<file path="src/rtl/pwm_multi_driver.sv">
// Multi-channel PWM generator: shared prescaled period counter, edge/center alignment,
// per-channel inversion, and duty updates committed only at period boundaries.
module pwm_multi_driver #(
  parameter int unsigned         CHANNELS  = 4,
  parameter int unsigned         WIDTH     = 13,
  parameter int unsigned         PERIOD    = 2000,
  parameter int unsigned         DIV       = 1000,
  parameter logic [CHANNELS-1:0] INVERT    = {CHANNELS{1'b0}},
  parameter logic [WIDTH-1:0]    DUTY_INIT = {WIDTH{1'b0}},
  localparam int unsigned        CH_W      = (CHANNELS > 1) ? $clog2(CHANNELS) : 1
) (
  input  logic                gen_clk,
  input  logic                i_rst_n,
  input  logic                i_en,
  input  logic                i_mode,
  input  logic                i_wr_valid,
  output logic                o_wr_ready,
  input  logic [CH_W-1:0]     i_wr_ch,
  input  logic [WIDTH-1:0]    i_wr_duty,
  output logic [CHANNELS-1:0] o_signal,
  output logic                o_period_start
);

  localparam int unsigned PRE_W = (DIV > 1) ? $clog2(DIV) : 1;

  localparam logic [PRE_W-1:0] PRE_ZERO = {PRE_W{1'b0}};
  localparam logic [PRE_W-1:0] PRE_ONE  = PRE_W'(1);
  localparam logic [PRE_W-1:0] PRE_LAST = PRE_W'(DIV - 1);
  localparam logic [WIDTH-1:0] CNT_ZERO = {WIDTH{1'b0}};
  localparam logic [WIDTH-1:0] CNT_ONE  = WIDTH'(1);
  localparam logic [WIDTH-1:0] CNT_LAST = WIDTH'(PERIOD - 1);
  localparam logic [WIDTH-1:0] PER_W    = WIDTH'(PERIOD);

  typedef enum logic {MODE_EDGE = 1'b0, MODE_CENTER = 1'b1} mode_e;
  typedef enum logic {PH_UP = 1'b0, PH_DOWN = 1'b1} phase_e;

  logic [PRE_W-1:0]    pre_q, pre_d;
  logic [WIDTH-1:0]    cnt_q, cnt_d;
  phase_e              phase_q, phase_d;
  mode_e               mode_q, mode_d;
  logic [WIDTH-1:0]    pend_q [CHANNELS];
  logic [WIDTH-1:0]    pend_d [CHANNELS];
  logic [WIDTH-1:0]    shad_q [CHANNELS];
  logic [WIDTH-1:0]    shad_d [CHANNELS];
  logic [WIDTH-1:0]    thr_s  [CHANNELS];
  logic [CHANNELS-1:0] raw_s;
  logic [CHANNELS-1:0] sig_q, sig_d;
  logic                ps_q, ps_d;
  logic                tick_s, at_end_s, boundary_s, ready_s, wr_fire_s;

  // Tick and period-boundary detection
  always_comb begin
    tick_s = i_en && (pre_q == PRE_LAST);
    if (mode_q == MODE_CENTER) begin
      at_end_s = (phase_q == PH_DOWN) && (cnt_q == CNT_ZERO);
    end else begin
      at_end_s = (cnt_q == CNT_LAST);
    end
    boundary_s = tick_s && at_end_s;
    // Ready drops on the commit cycle so a write never races the shadow update.
    ready_s    = i_rst_n && !boundary_s;
    wr_fire_s  = i_wr_valid && ready_s;
  end

  assign o_wr_ready = ready_s;

  // Prescaler, period counter, phase and active-mode next state
  always_comb begin
    pre_d   = pre_q;
    cnt_d   = cnt_q;
    phase_d = phase_q;
    mode_d  = mode_q;
    if (!i_en) begin
      pre_d   = PRE_ZERO;
      cnt_d   = CNT_ZERO;
      phase_d = PH_UP;
      mode_d  = mode_e'(i_mode);
    end else if (tick_s) begin
      pre_d = PRE_ZERO;
      if (boundary_s) begin
        cnt_d   = CNT_ZERO;
        phase_d = PH_UP;
        mode_d  = mode_e'(i_mode);
      end else if (mode_q == MODE_CENTER) begin
        // The top value is held for one extra tick while the phase turns around.
        if (phase_q == PH_UP) begin
          if (cnt_q == CNT_LAST) begin
            phase_d = PH_DOWN;
          end else begin
            cnt_d = cnt_q + CNT_ONE;
          end
        end else begin
          cnt_d = cnt_q - CNT_ONE;
        end
      end else begin
        cnt_d = cnt_q + CNT_ONE;
      end
    end else begin
      pre_d = pre_q + PRE_ONE;
    end
  end

  // Pending duty writes and shadow commit
  always_comb begin
    for (int i = 0; i < CHANNELS; i++) begin
      if (wr_fire_s && (i_wr_ch == CH_W'(i))) begin
        pend_d[i] = i_wr_duty;
      end else begin
        pend_d[i] = pend_q[i];
      end
      if (!i_en || boundary_s) begin
        shad_d[i] = pend_q[i];
      end else begin
        shad_d[i] = shad_q[i];
      end
    end
  end

  // Per-channel compare and output polarity
  always_comb begin
    for (int i = 0; i < CHANNELS; i++) begin
      if (shad_q[i] >= PER_W) begin
        thr_s[i] = CNT_ZERO;
      end else begin
        thr_s[i] = PER_W - shad_q[i];
      end
      if (mode_q == MODE_CENTER) begin
        raw_s[i] = (cnt_q >= thr_s[i]);
      end else begin
        raw_s[i] = (cnt_q < shad_q[i]);
      end
    end
    if (i_en) begin
      sig_d = raw_s ^ INVERT;
    end else begin
      sig_d = INVERT;
    end
    ps_d = boundary_s;
  end

  // State and output registers
  always_ff @(posedge gen_clk or negedge i_rst_n) begin
    if (!i_rst_n) begin
      pre_q   <= PRE_ZERO;
      cnt_q   <= CNT_ZERO;
      phase_q <= PH_UP;
      mode_q  <= MODE_EDGE;
      sig_q   <= INVERT;
      ps_q    <= 1'b0;
      for (int i = 0; i < CHANNELS; i++) begin
        pend_q[i] <= DUTY_INIT;
        shad_q[i] <= DUTY_INIT;
      end
    end else begin
      pre_q   <= pre_d;
      cnt_q   <= cnt_d;
      phase_q <= phase_d;
      mode_q  <= mode_d;
      sig_q   <= sig_d;
      ps_q    <= ps_d;
      for (int i = 0; i < CHANNELS; i++) begin
        pend_q[i] <= pend_d[i];
        shad_q[i] <= shad_d[i];
      end
    end
  end

  assign o_signal       = sig_q;
  assign o_period_start = ps_q;

endmodule

</file>
<file path="config.mk">
export PLATFORM = sky130hd
export DESIGN_NAME = pwm_multi_driver
export DESIGN_NICKNAME = d
export VERILOG_FILES = /design/src/rtl/pwm_multi_driver.sv
export SDC_FILE = /design/constraint.sdc
export NUM_CORES = 1
export LEC_CHECK = 0
export ABC_AREA = 1
export BUFFER_PORTS_ARGS = -buffer_cell sky130_fd_sc_hd__buf_4
export CORE_AREA = 5 5 159 161
export CTS_BUF_LIST = sky130_fd_sc_hd__clkbuf_4
export DETAILED_ROUTE_END_ITERATION = 12
export DIE_AREA = 0 0 164 166
export GPL_TIMING_DRIVEN = 1
export SLEW_MARGIN = 20
export SYNTH_ARGS = -nofsm -noshare
export SYNTH_HDL_FRONTEND = slang
export SYNTH_SLANG_ARGS = --single-unit
</file>
<file path="constraint.sdc">
create_clock -name gen_clk -period 2.9 [get_ports gen_clk]
set_clock_uncertainty 0.15 [all_clocks]
set_input_delay 0.58 -clock gen_clk [delete_from_list [all_inputs] [get_ports gen_clk]]
set_output_delay 0.58 -clock gen_clk [all_outputs]
set_load 0.02 [all_outputs]
</file>
==> flow_metrics.env <==
export IMPL_syn_inst=1234
export IMPL_wire_per_inst_um=15.6
export IMPL_p_leak_nw=5.30
export IMPL_postRouteAntennaNets=0
export IMPL_fp_dieArea_um2=27200
export IMPL_synth_top_area_share_pct=35.9
export IMPL_cts_root_buf="clkbuf_4"
export IMPL_fillers=2489
export IMPL_power_switching_mw=2.16
export IMPL_antenna_found_initial=1
export IMPL_portBuffers=25
export IMPL_first_pass_iters=5
export IMPL_pwr_share_seq_pct=43.9
export IMPL_ys_ff_latch=134
export IMPL_placementRows=57
export IMPL_hold_path_class="in2reg"
export IMPL_routabilityCongestion=0.820
export IMPL_yosys_most_used_dff="dfrtp_1"
export IMPL_yosysTopAreaCell="dfrtp_1"
export IMPL_timing_rr_start="shad_q[13]"
export IMPL_power_density_nw_per_um2=513
export IMPL_cp_start_kind="register"
export IMPL_final_cell_mix="355 x nand2_1, 130 x dfrtp_1, 110 x inv_1"
export IMPL_overflow=0
export IMPL_timing_fmax_mhz=361
export IMPL_drc=0
export IMPL_core_um2=23800
export IMPL_ioPinCount=26
export IMPL_layout_drive_gt1_share_pct=11.7
export IMPL_cp_data_required_time_ps=2170
export IMPL_instances_no_fill=1625
export IMPL_viasPerCell=5.13
export IMPL_cts_max_path_buffers=2
export IMPL_clock_power_share_pct=23.1
export IMPL_drv_slew=0
export IMPL_endpoint_kind="primary output"
export IMPL_wirelength_um=25400
export IMPL_total_power_mw=5.33
export IMPL_syn_avg_cell_area_um2=7.56
export IMPL_clkSinkCount=134
export IMPL_clock_latency_ps=570
export IMPL_synthDistinctLibCells=39
export IMPL_grt_max_degree=57
export IMPL_final_core_util_pct=43.6
export IMPL_outcome="finished, final reports clean"
export IMPL_rrSetupSlack_ps=270
export IMPL_tightest_slew_ps=657
export IMPL_ys_seq_area_share_pct=35.9
export IMPL_p_comb_share_pct=32.9
export IMPL_vias=8336
export IMPL_syn_to_final_growth_pct=11.3
export IMPL_grtUsageTotal_pct=19.1
export IMPL_worstReg2RegEnd="o_signal[2]"
export IMPL_finalCritPeriodShare_pct=95.5
export IMPL_peakVddDrop_uv=204
export IMPL_dpl_cell_count=1587
export IMPL_grt_pass1_vias=7798
export IMPL_start_util_pct=39.2
export IMPL_cp_arrival_ps=2040
export IMPL_synth_edf_count=0
export IMPL_place_hpwl_um=18900
export IMPL_yosys_warnings=0
export IMPL_layout_commonest_cell="nand2_1"
export IMPL_hold_viol=0
export IMPL_path_max_fanout=6
export IMPL_p_sw_share_pct=40.5
export IMPL_critPathLaunch="cnt_q[0]"
export IMPL_synth_area_top_cells="dfrtp_1 36%, ha_1 14%, nand2_1 14%, nand4_1 6.0%, o21ai_0 4.7%"
export IMPL_path_class="reg2out"
export IMPL_reg2regPathDepth=17
export IMPL_setup_violations=0
export IMPL_cts_max_level=4
export IMPL_power_internal_mw=3.17
export IMPL_clk_transition_reported_paths_ps=140
export IMPL_maxCapViolations=0
export IMPL_final_nets=1414
export IMPL_die_y_um=166
export IMPL_ys_async_sr_fraction_pct=100
export IMPL_cts_tree="yes"
export IMPL_crit_path_end="o_wr_ready"
export IMPL_period_needed_ps=2770
export IMPL_dieWidth_um=164
export IMPL_drt_iter0_markers=579
export IMPL_synthesis_area_um2=9330
export IMPL_cts_made_buffers=17
export IMPL_slew_headroom_pct=56.2
export IMPL_grt_pass1_wl_um=41600
## power groups by stage
stage,logic [mW],clock network [mW],registers (mW)
detailed placement,1.72,0,2.37
CTS,1.73,1.28,2.34
global route,2.04,1.35,2.38
global placement,1.69,0,2.37
floorplan,1.28,0,2.32
finish,1.76,1.23,2.34
## final cells by class
class | instances | area, um2 | share of cell area (%)
inverter | 114 | 428 | 4.12
clock inverter | 15 | 135 | 1.30
multi-input combinational | 951 | 5380 | 51.8
timing repair buffer | 69 | 553 | 5.33
tap | 324 | 405 | 3.90
clock buffer | 17 | 128 | 1.23
antenna | 1 | 2.50 | 0.0241
sequential | 134 | 3360 | 32.3
## Yosys cell counts, types with 8 or more instances
| cell | n |
|---|---|
| ha_1 | 107 |
| nor2_1 | 78 |
| inv_1 | 114 |
| a21oi_1 | 69 |
| o21ai_2 | 15 |
| or2_2 | 8 |
| dfrtp_1 | 134 |
| buf_2 | 15 |
| nor3_1 | 21 |
| o21ai_1 | 9 |
| o21ai_0 | 88 |
| clkbuf_1 | 11 |
| nand4_1 | 90 |
| nand2_1 | 355 |
| nand3_1 | 66 |
## critical path, stage by stage (launching register included)
cell and delay, ps:
dfrtp_2 450, inv_1 80, ha_2 200, nand2_2 100, nor2_2 60, nand3_2 70, nand2_4 80, a21oi_4 270
buf_6 160
## flip-flops by register name (all words and copies together) (netlist names)
signal,cells
o_period_start,1
pend_q,52
cnt_q,13
shad_q,52
o_signal,4
pre_q,10
mode_q,1
phase_q,1
## repair_timing
item,in CTS,in global routing
pin swaps,0,2
endpoints found under the setup margin,1,4
resized for setup,2,20
buffers inserted,0,4
hold endpoints to repair,39,0
hold buffers,1,0
## per-layer routing
layer  track usage [%]  share of wire [%]  vias to the layer above
met4              5.00                1.9                        0
li1                  -                  -                     4297
met5                 0                  0                        -
met2              29.5                 45                      186
met3              3.15                4.4                       25
met1              27.9                 48                     3828
## stage by stage
step           TNS [ps]  cell area [um2]  setup slack [ps]  hold slack (ps)
6_report              0            10400               131             67.2
5_1_grt           -31.6            10400             -17.9             58.4
4_1_cts               0            10300              6.61             41.6
3_5_place_dp          0            10000              42.5              270
3_3_place_gp      -35.7            10000             -35.7              272
2_1_floorplan         0             9340               459              134
## how the worst min path moves through the flow
stage               cells after the start  slack [ps]  startpoint        to
finish                                  3          70      i_mode    mode_q
global route                            3          60      i_mode    mode_q
CTS                                     3          40      i_mode    mode_q
detailed placement                      1         270     i_rst_n  cnt_q[8]
global placement                        1         270     i_rst_n  cnt_q[8]
floorplan                               0         130     i_rst_n  cnt_q[0]
## logic make-up (layout without fill, tap and decap cells)
group,after synthesis,count (layout),share of synthesized area (%)
simple gates,637,637,30.3
compound gates,194,194,11.4
buf+inv,152,215,7.03
flops,134,134,35.9
fa+ha+maj,107,107,14.3
xor+xnor,8,8,0.751
other cells,1,5,0.0402
mux,1,1,0.107
Power figures use the tool's default switching activity.
